===== src/rtl/sail_hex_bits_stream_pkg.sv =====
// Shared types and helpers for the streaming hex-literal parser.
// Holds the parser state encoding, ASCII constants and the nibble bit-length helper.
package sail_hex_pkg;

    typedef enum logic [2:0] {
        S_P0,
        S_P1,
        S_LZ,
        S_DIG,
        S_DRAIN,
        S_DONE
    } sail_hex_state_t;

    localparam logic [7:0] CH_0    = 8'h30;
    localparam logic [7:0] CH_X_LC = 8'h78;

    function automatic logic [2:0] hex_fnz_width(input logic [3:0] nib);
        if (nib[3])      return 3'd4;
        else if (nib[2]) return 3'd3;
        else if (nib[1]) return 3'd2;
        else if (nib[0]) return 3'd1;
        else             return 3'd0;
    endfunction

endpackage


===== src/rtl/sail_hex_bits_stream_if.sv =====
// Character-in / result-out handshake bundle for the hex-literal parser.
// Both directions use valid/ready; the parser is the slave side.
interface sail_hex_bits_stream_if #(
    parameter int N = 64
);
    logic         in_valid;
    logic [7:0]   in_char;
    logic         in_last;
    logic         in_ready;
    logic         out_valid;
    logic         out_ok;
    logic [N-1:0] out_bits;
    logic         out_ready;

    modport master (
        output in_valid, in_char, in_last, out_ready,
        input  in_ready, out_valid, out_ok, out_bits
    );

    modport slave (
        input  in_valid, in_char, in_last, out_ready,
        output in_ready, out_valid, out_ok, out_bits
    );
endinterface


===== src/rtl/sail_hex_bits_stream_nibble_decode.sv =====
// Combinational ASCII-to-nibble decoder: accepts 0-9, a-f, A-F.
// No latency, no state, no backpressure.
module sail_hex_nibble_decode (
    input  logic [7:0] i_char,
    output logic       o_is_hex,
    output logic [3:0] o_nib,
    output logic       o_is_zero
);
    always_comb begin
        o_is_hex = 1'b1;
        o_nib    = 4'd0;
        if (i_char >= 8'h30 && i_char <= 8'h39) begin
            o_nib = i_char[3:0];
        end else if ((i_char >= 8'h61 && i_char <= 8'h66) ||
                     (i_char >= 8'h41 && i_char <= 8'h46)) begin
            // 'a'/'A' have low nibble 1, so +9 lands on 10..15
            o_nib = i_char[3:0] + 4'd9;
        end else begin
            o_is_hex = 1'b0;
        end
    end

    assign o_is_zero = o_is_hex && (o_nib == 4'd0);

endmodule


===== src/rtl/sail_hex_bits_stream.sv =====
// Streams a "0x..." literal one char/cycle and returns its N-bit value plus an ok flag.
// Result is valid the cycle after the last char is taken and held (in_ready low) until out_ready.
module sail_hex_bits_stream
    import sail_hex_pkg::*;
#(
    parameter  int N      = 64,
    localparam int WCNT_W = $clog2(N + 2)
) (
    input  logic                  clk,
    input  logic                  rst,
    sail_hex_bits_stream_if.slave bus
);
    localparam int WW = WCNT_W + 4;

    sail_hex_state_t    r_state, w_n_state;
    logic [N-1:0]       r_acc, w_n_acc;
    logic [WCNT_W-1:0]  r_wcnt, w_n_wcnt;
    logic               r_seen, w_n_seen;
    logic               r_ok, w_n_ok;
    logic               r_in_ready;

    logic               w_take;
    logic               w_is_hex;
    logic [3:0]         w_nib;
    logic               w_is_zero;
    logic               w_err;
    logic [WW-1:0]      w_wide;
    logic               w_over;
    logic [WCNT_W-1:0]  w_wsat;

    sail_hex_nibble_decode u_dec (
        .i_char    (bus.in_char),
        .o_is_hex  (w_is_hex),
        .o_nib     (w_nib),
        .o_is_zero (w_is_zero)
    );

    assign w_take = bus.in_valid && r_in_ready;

    // Width is tracked one step wider than wcnt so overflow is seen before saturation
    assign w_wide = (r_state == S_LZ) ? WW'(hex_fnz_width(w_nib))
                                      : WW'(r_wcnt) + WW'(4);
    assign w_over = w_wide > WW'(N);
    assign w_wsat = (w_wide > WW'(N + 1)) ? WCNT_W'(N + 1) : w_wide[WCNT_W-1:0];

    always_comb begin
        w_n_state = r_state;
        w_n_acc   = r_acc;
        w_n_wcnt  = r_wcnt;
        w_n_seen  = r_seen;
        w_n_ok    = r_ok;
        w_err     = 1'b0;

        if (r_state == S_DONE) begin
            if (bus.out_ready) begin
                w_n_state = S_P0;
                w_n_acc   = '0;
                w_n_wcnt  = '0;
                w_n_seen  = 1'b0;
                w_n_ok    = 1'b0;
            end
        end else if (w_take) begin
            case (r_state)
                S_P0: begin
                    if (bus.in_char == CH_0 && !bus.in_last) w_n_state = S_P1;
                    else                                     w_err     = 1'b1;
                end
                S_P1: begin
                    if (bus.in_char == CH_X_LC && !bus.in_last) w_n_state = S_LZ;
                    else                                        w_err     = 1'b1;
                end
                S_LZ: begin
                    if (!w_is_hex) begin
                        w_err = 1'b1;
                    end else if (w_is_zero) begin
                        w_n_seen = 1'b1;
                    end else begin
                        w_n_seen  = 1'b1;
                        w_n_acc   = N'(w_nib);
                        w_n_wcnt  = w_wsat;
                        w_n_state = S_DIG;
                        w_err     = w_over;
                    end
                end
                S_DIG: begin
                    if (!w_is_hex) begin
                        w_err = 1'b1;
                    end else begin
                        w_n_acc  = N'({r_acc, w_nib});
                        w_n_wcnt = w_wsat;
                        w_err    = w_over;
                    end
                end
                S_DRAIN: begin
                    if (bus.in_last) begin
                        w_n_state = S_DONE;
                        w_n_ok    = 1'b0;
                    end
                end
                default: w_n_state = S_P0;
            endcase

            if (w_err) begin
                w_n_state = bus.in_last ? S_DONE : S_DRAIN;
                w_n_ok    = 1'b0;
            end else if (bus.in_last && (r_state == S_LZ || r_state == S_DIG)) begin
                w_n_state = S_DONE;
                w_n_ok    = w_n_seen;
            end
        end
    end

    always_ff @(posedge clk or posedge rst) begin
        if (rst) begin
            r_state    <= S_P0;
            r_acc      <= '0;
            r_wcnt     <= '0;
            r_seen     <= 1'b0;
            r_ok       <= 1'b0;
            r_in_ready <= 1'b0;
        end else begin
            r_state    <= w_n_state;
            r_acc      <= w_n_acc;
            r_wcnt     <= w_n_wcnt;
            r_seen     <= w_n_seen;
            r_ok       <= w_n_ok;
            r_in_ready <= (w_n_state != S_DONE);
        end
    end

    assign bus.in_ready  = r_in_ready;
    assign bus.out_valid = (r_state == S_DONE);
    assign bus.out_ok    = r_ok;
    assign bus.out_bits  = r_ok ? r_acc : '0;

endmodule


===== src/flat_wrapper.sv =====
// flat-port wrapper written by rule: the top's interface ports become plain ports
module sail_hex_bits_stream_flat import sail_hex_pkg::*;
#(
    parameter  int N      = 64,
    localparam int WCNT_W = $clog2(N + 2)
)
  (clk, rst, bus_in_valid, bus_in_char, bus_in_last, bus_out_ready, bus_in_ready, bus_out_valid, bus_out_ok, bus_out_bits);
  sail_hex_bits_stream_if #(.N(N)) bus_i ();
  input  logic clk;
  input  logic rst;
  input wire logic [$bits(bus_i.in_valid)-1:0] bus_in_valid;
  input wire logic [$bits(bus_i.in_char)-1:0] bus_in_char;
  input wire logic [$bits(bus_i.in_last)-1:0] bus_in_last;
  input wire logic [$bits(bus_i.out_ready)-1:0] bus_out_ready;
  output wire logic [$bits(bus_i.in_ready)-1:0] bus_in_ready;
  output wire logic [$bits(bus_i.out_valid)-1:0] bus_out_valid;
  output wire logic [$bits(bus_i.out_ok)-1:0] bus_out_ok;
  output wire logic [$bits(bus_i.out_bits)-1:0] bus_out_bits;
  assign bus_i.in_valid = bus_in_valid;
  assign bus_i.in_char = bus_in_char;
  assign bus_i.in_last = bus_in_last;
  assign bus_i.out_ready = bus_out_ready;
  assign bus_in_ready = bus_i.in_ready;
  assign bus_out_valid = bus_i.out_valid;
  assign bus_out_ok = bus_i.out_ok;
  assign bus_out_bits = bus_i.out_bits;
  sail_hex_bits_stream #(.N(N)) u_core (.clk(clk), .rst(rst), .bus(bus_i));
endmodule

===== config.mk =====
export PLATFORM = sky130hd
export DESIGN_NAME = sail_hex_bits_stream_flat
export DESIGN_NICKNAME = d
export VERILOG_FILES = /design/src/rtl/sail_hex_bits_stream_pkg.sv /design/src/rtl/sail_hex_bits_stream_if.sv /design/src/rtl/sail_hex_bits_stream_nibble_decode.sv /design/src/rtl/sail_hex_bits_stream.sv /design/src/flat_wrapper.sv
export SDC_FILE = /design/constraint.sdc
export NUM_CORES = 1
export LEC_CHECK = 0
export CAP_MARGIN = 0
export CORE_ASPECT_RATIO = 0.6
export CORE_MARGIN = 1.5
export CORE_UTILIZATION = 45
export CTS_CLUSTER_SIZE = 10
export DETAILED_ROUTE_END_ITERATION = 6
export HOLD_SLACK_MARGIN = 0.1
export PLACE_DENSITY = 0.82
export SYNTH_ARGS = -nofsm -noshare
export SYNTH_HDL_FRONTEND = slang
export SYNTH_SLANG_ARGS = --single-unit

===== constraint.sdc =====
create_clock -name clk -period 7.4 [get_ports clk]
set_input_delay 1.48 -clock clk [delete_from_list [all_inputs] [get_ports clk]]
set_output_delay 1.48 -clock clk [all_outputs]
set_load 0.02 [all_outputs]

==> qor.txt <==
Commonest non-fill, non-tap cell in the layout -> nand2_1
Hold Crit Depth -> 2
Post CTS Setup Buffer Count -> 0
GP Congestion -> 0.979
Sequential share of the synthesized area -> 0.468
Ys Warns -> 0
Nets@finish -> 579
Post-synth EDFFs -> 0
DRC errors left -> 0
Hold slack -> 0.475 ns
Max-cap viol count -> 0
Post-route ant nets -> 0
Nature of the critical path startpoint -> input port
Leak -> 0.00214 µW
Area Growth Syn to Fin -> 27.9%
Post-DP HPWL -> 6800 µm
Vias per inst -> 5.37
H-Tree Level Count -> 3
Post-Syn Area per Cell -> 8.26 µm²
Crit-path max FO -> 53
Worst Path Arrival -> 5.03 ns
Share of cells above drive strength 1 -> 0.0477
Via count -> 3644
First-pass GRT wire length -> 16600 µm
Gr ovfl total -> 0
Setup TNS -> 0 ns
Antenna diodes -> 0
Top-area cell type share of the netlist area -> 0.468
RSZ-0062 raised after global routing -> false
M2 GR Usage -> 0.325
CTS buffer count -> 9
Power per standard cell area -> 219 mW/mm²
Largest net degree at the start of global routing -> 78
Fin. Hold Viols -> 0
Post-Synth XOR/XNOR Area -> 0
Most frequent cells in the layout -> nand2_1, clkdlybuf4s50_1, dfrtp_1
Die area -> 0.00974 mm²
Final min period -> 4.80 ns
Core area -> 0.00869 mm²
Gr usage total -> 0.214
Max-slew violation count -> 0
Clk_lat worst skew -> 0.34 ns
CP endpoint kind -> register
Synthesized Nets -> 515
Final setup fails -> 0
Async SR Flop Fraction -> 1.00
Slew HR -> 0.366
Peak supply drop -> 0.164 mV
Worst EP required -> 7.62 ns
Worst slew pin tran -> 0.951 ns
I/O pins -> 80
Grt met3 use -> 0.0544
DR iter-0 viols -> 436
Area leader, netlist -> dfrtp_1
R2R depth -> 7
Complex-gate fraction of the synthesized area -> 0.166
Cell row count -> 26
Vias in the first global route -> 3436
Avg WL per Cell -> 14.7 µm
Post-Synthesis Cells -> 498
Die height -> 77.1 µm
Post-CTS sizing -> 0
Post-synth design cell area -> 0.00411 mm²
Hold Crit Class -> register to register
Critical path class -> input port to register
Filler cells -> 733
Status -> complete, no violations
Initial antenna violation count -> 0
Clk_skew -> 0.00503 ns
Clock Path Buffers -> 2
CTS tree -> yes
WL final -> 9970 µm
Post-Synth Adder-Cell Area -> 0.0122
Starting Density -> 0.474
FMAX -> 208 MHz
Root Driver -> clkbuf_16
Main combinational cell family by area after synthesis -> simple AND/OR/NAND/NOR gates
Netlist cell types -> 48
Die W -> 126 µm
Top_reg_cell synth -> dfrtp_1
Multiplexer area fraction after synthesis -> 0.00760
Largest cells by area after synthesis -> dfrtp_1, nand2_1, and2_1
Post-synthesis simple-gate area fraction -> 0.302
Final worst-path cycle share -> 0.649
Busiest grt layer -> met2
Clk slew on worst S/H paths -> 0.06 ns
Clk sinks -> 77
Post-CTS Hold Buffers -> 0
Met1 usage -> 0.299
Register bit total from synthesis -> 77
Drt first pass iters -> 6
Port bufs -> 79
## through the flow
| step | setup WS (ns) | util | power, µW | instances | instance area, µm² |
|---|---|---|---|---|---|
| final | 2.60 | 0.606 | 1150 | 678 | 5260 |
| after global routing | 2.34 | 0.606 | 1200 | 678 | 5260 |
| after CTS | 2.66 | 0.606 | 1160 | 678 | 5260 |
| after detailed placement | 2.30 | 0.571 | 696 | 663 | 4960 |
| after global placement | 2.53 | 0.571 | 688 | 663 | 4960 |
| after floorplan | 3.90 | - | 643 | 498 | 4110 |
## where the power goes
part | leakage, µW | internal (µW) | switching [µW]
Clock | 0.000150 | 293 | 162
Combinational | 0.000925 | 76.8 | 141
Sequential | 0.00106 | 445 | 33.8
Total | 0.00214 | 815 | 337
## worst max-delay path, cell delays in order
cell and delay [ns]:
clkdlybuf4s50_1 0.60, inv_1 0.12, ha_1 0.30, o21bai_1 0.26, a21o_1 0.19, mux2i_1 0.35, nand4_2 0.21, o22ai_4 0.70
buf_4 0.52, nor2_1 0.08, a22o_1 0.20
## cell type report
class / count / area [µm²] / area share
clock inverters: 4 / 73.8 / 0.0140
repair buffers: 84 / 828 / 0.157
clock buffers: 11 / 233 / 0.0442
multi-input cells: 378 / 2010 / 0.383
inverters: 12 / 46.3 / 0.00880
well taps: 112 / 140 / 0.0266
flip-flops and latches: 77 / 1930 / 0.366
## per-layer routing
metal | routed length (µm) | up-vias
met4 | 229 | 0
met2 | 4340 | 146
met5 | 0 | -
met3 | 669 | 35
li1 | - | 1785
met1 | 4730 | 1678
## kinds of logic after synthesis
family / after synthesis
AND/OR/NAND/NOR: 257
AO/OA/AOI/OAI: 114
flip-flops: 77
buffers and inverters: 43
adder cells (fa/ha/maj): 4
multiplexers: 3
## worst paths after layout
kind | slack [ns] | end | from
max in group asynchronous | 5.02 | u_core.r_state[0] | rst
min in group asynchronous | 1.75 | u_core.r_acc[32] | rst
setup / recovery | 2.60 | u_core.r_wcnt[0] | bus_in_char[0]
hold reg to reg | 0.48 | u_core.r_acc[61] | u_core.r_acc[61]
hold / removal | 0.48 | u_core.r_acc[61] | u_core.r_acc[61]
setup reg to reg | 4.57 | u_core.r_wcnt[0] | u_core.r_state[2]
## synth_stat cells, types with 2 or more instances
library cell  count
nand2b_1          5
nor3_1            3
nand3_1           6
o21ai_0          69
o21bai_1          4
buf_2             9
o22ai_1           2
a211oi_1          2
dfrtp_1          77
mux2i_1           2
a21oi_1           9
a31oi_1           5
a311oi_1          2
a21o_1            2
inv_1            12
nand2_1         142
a32o_1            2
ha_1              4
clkbuf_1         21
nor2_1           19
o31ai_1           6
and3_1            3
o211ai_1          2
and2_1           66
## flip-flops by register name, indices dropped and copies added, names as in the netlist
| name | flops |
|---|---|
| u_core.bus.in_ready | 1 |
| u_core.r_state | 3 |
| u_core.r_wcnt | 7 |
| u_core.bus.out_ok | 1 |
| u_core.r_acc | 64 |
| u_core.r_seen | 1 |
Power figures use the tool's default switching activity.
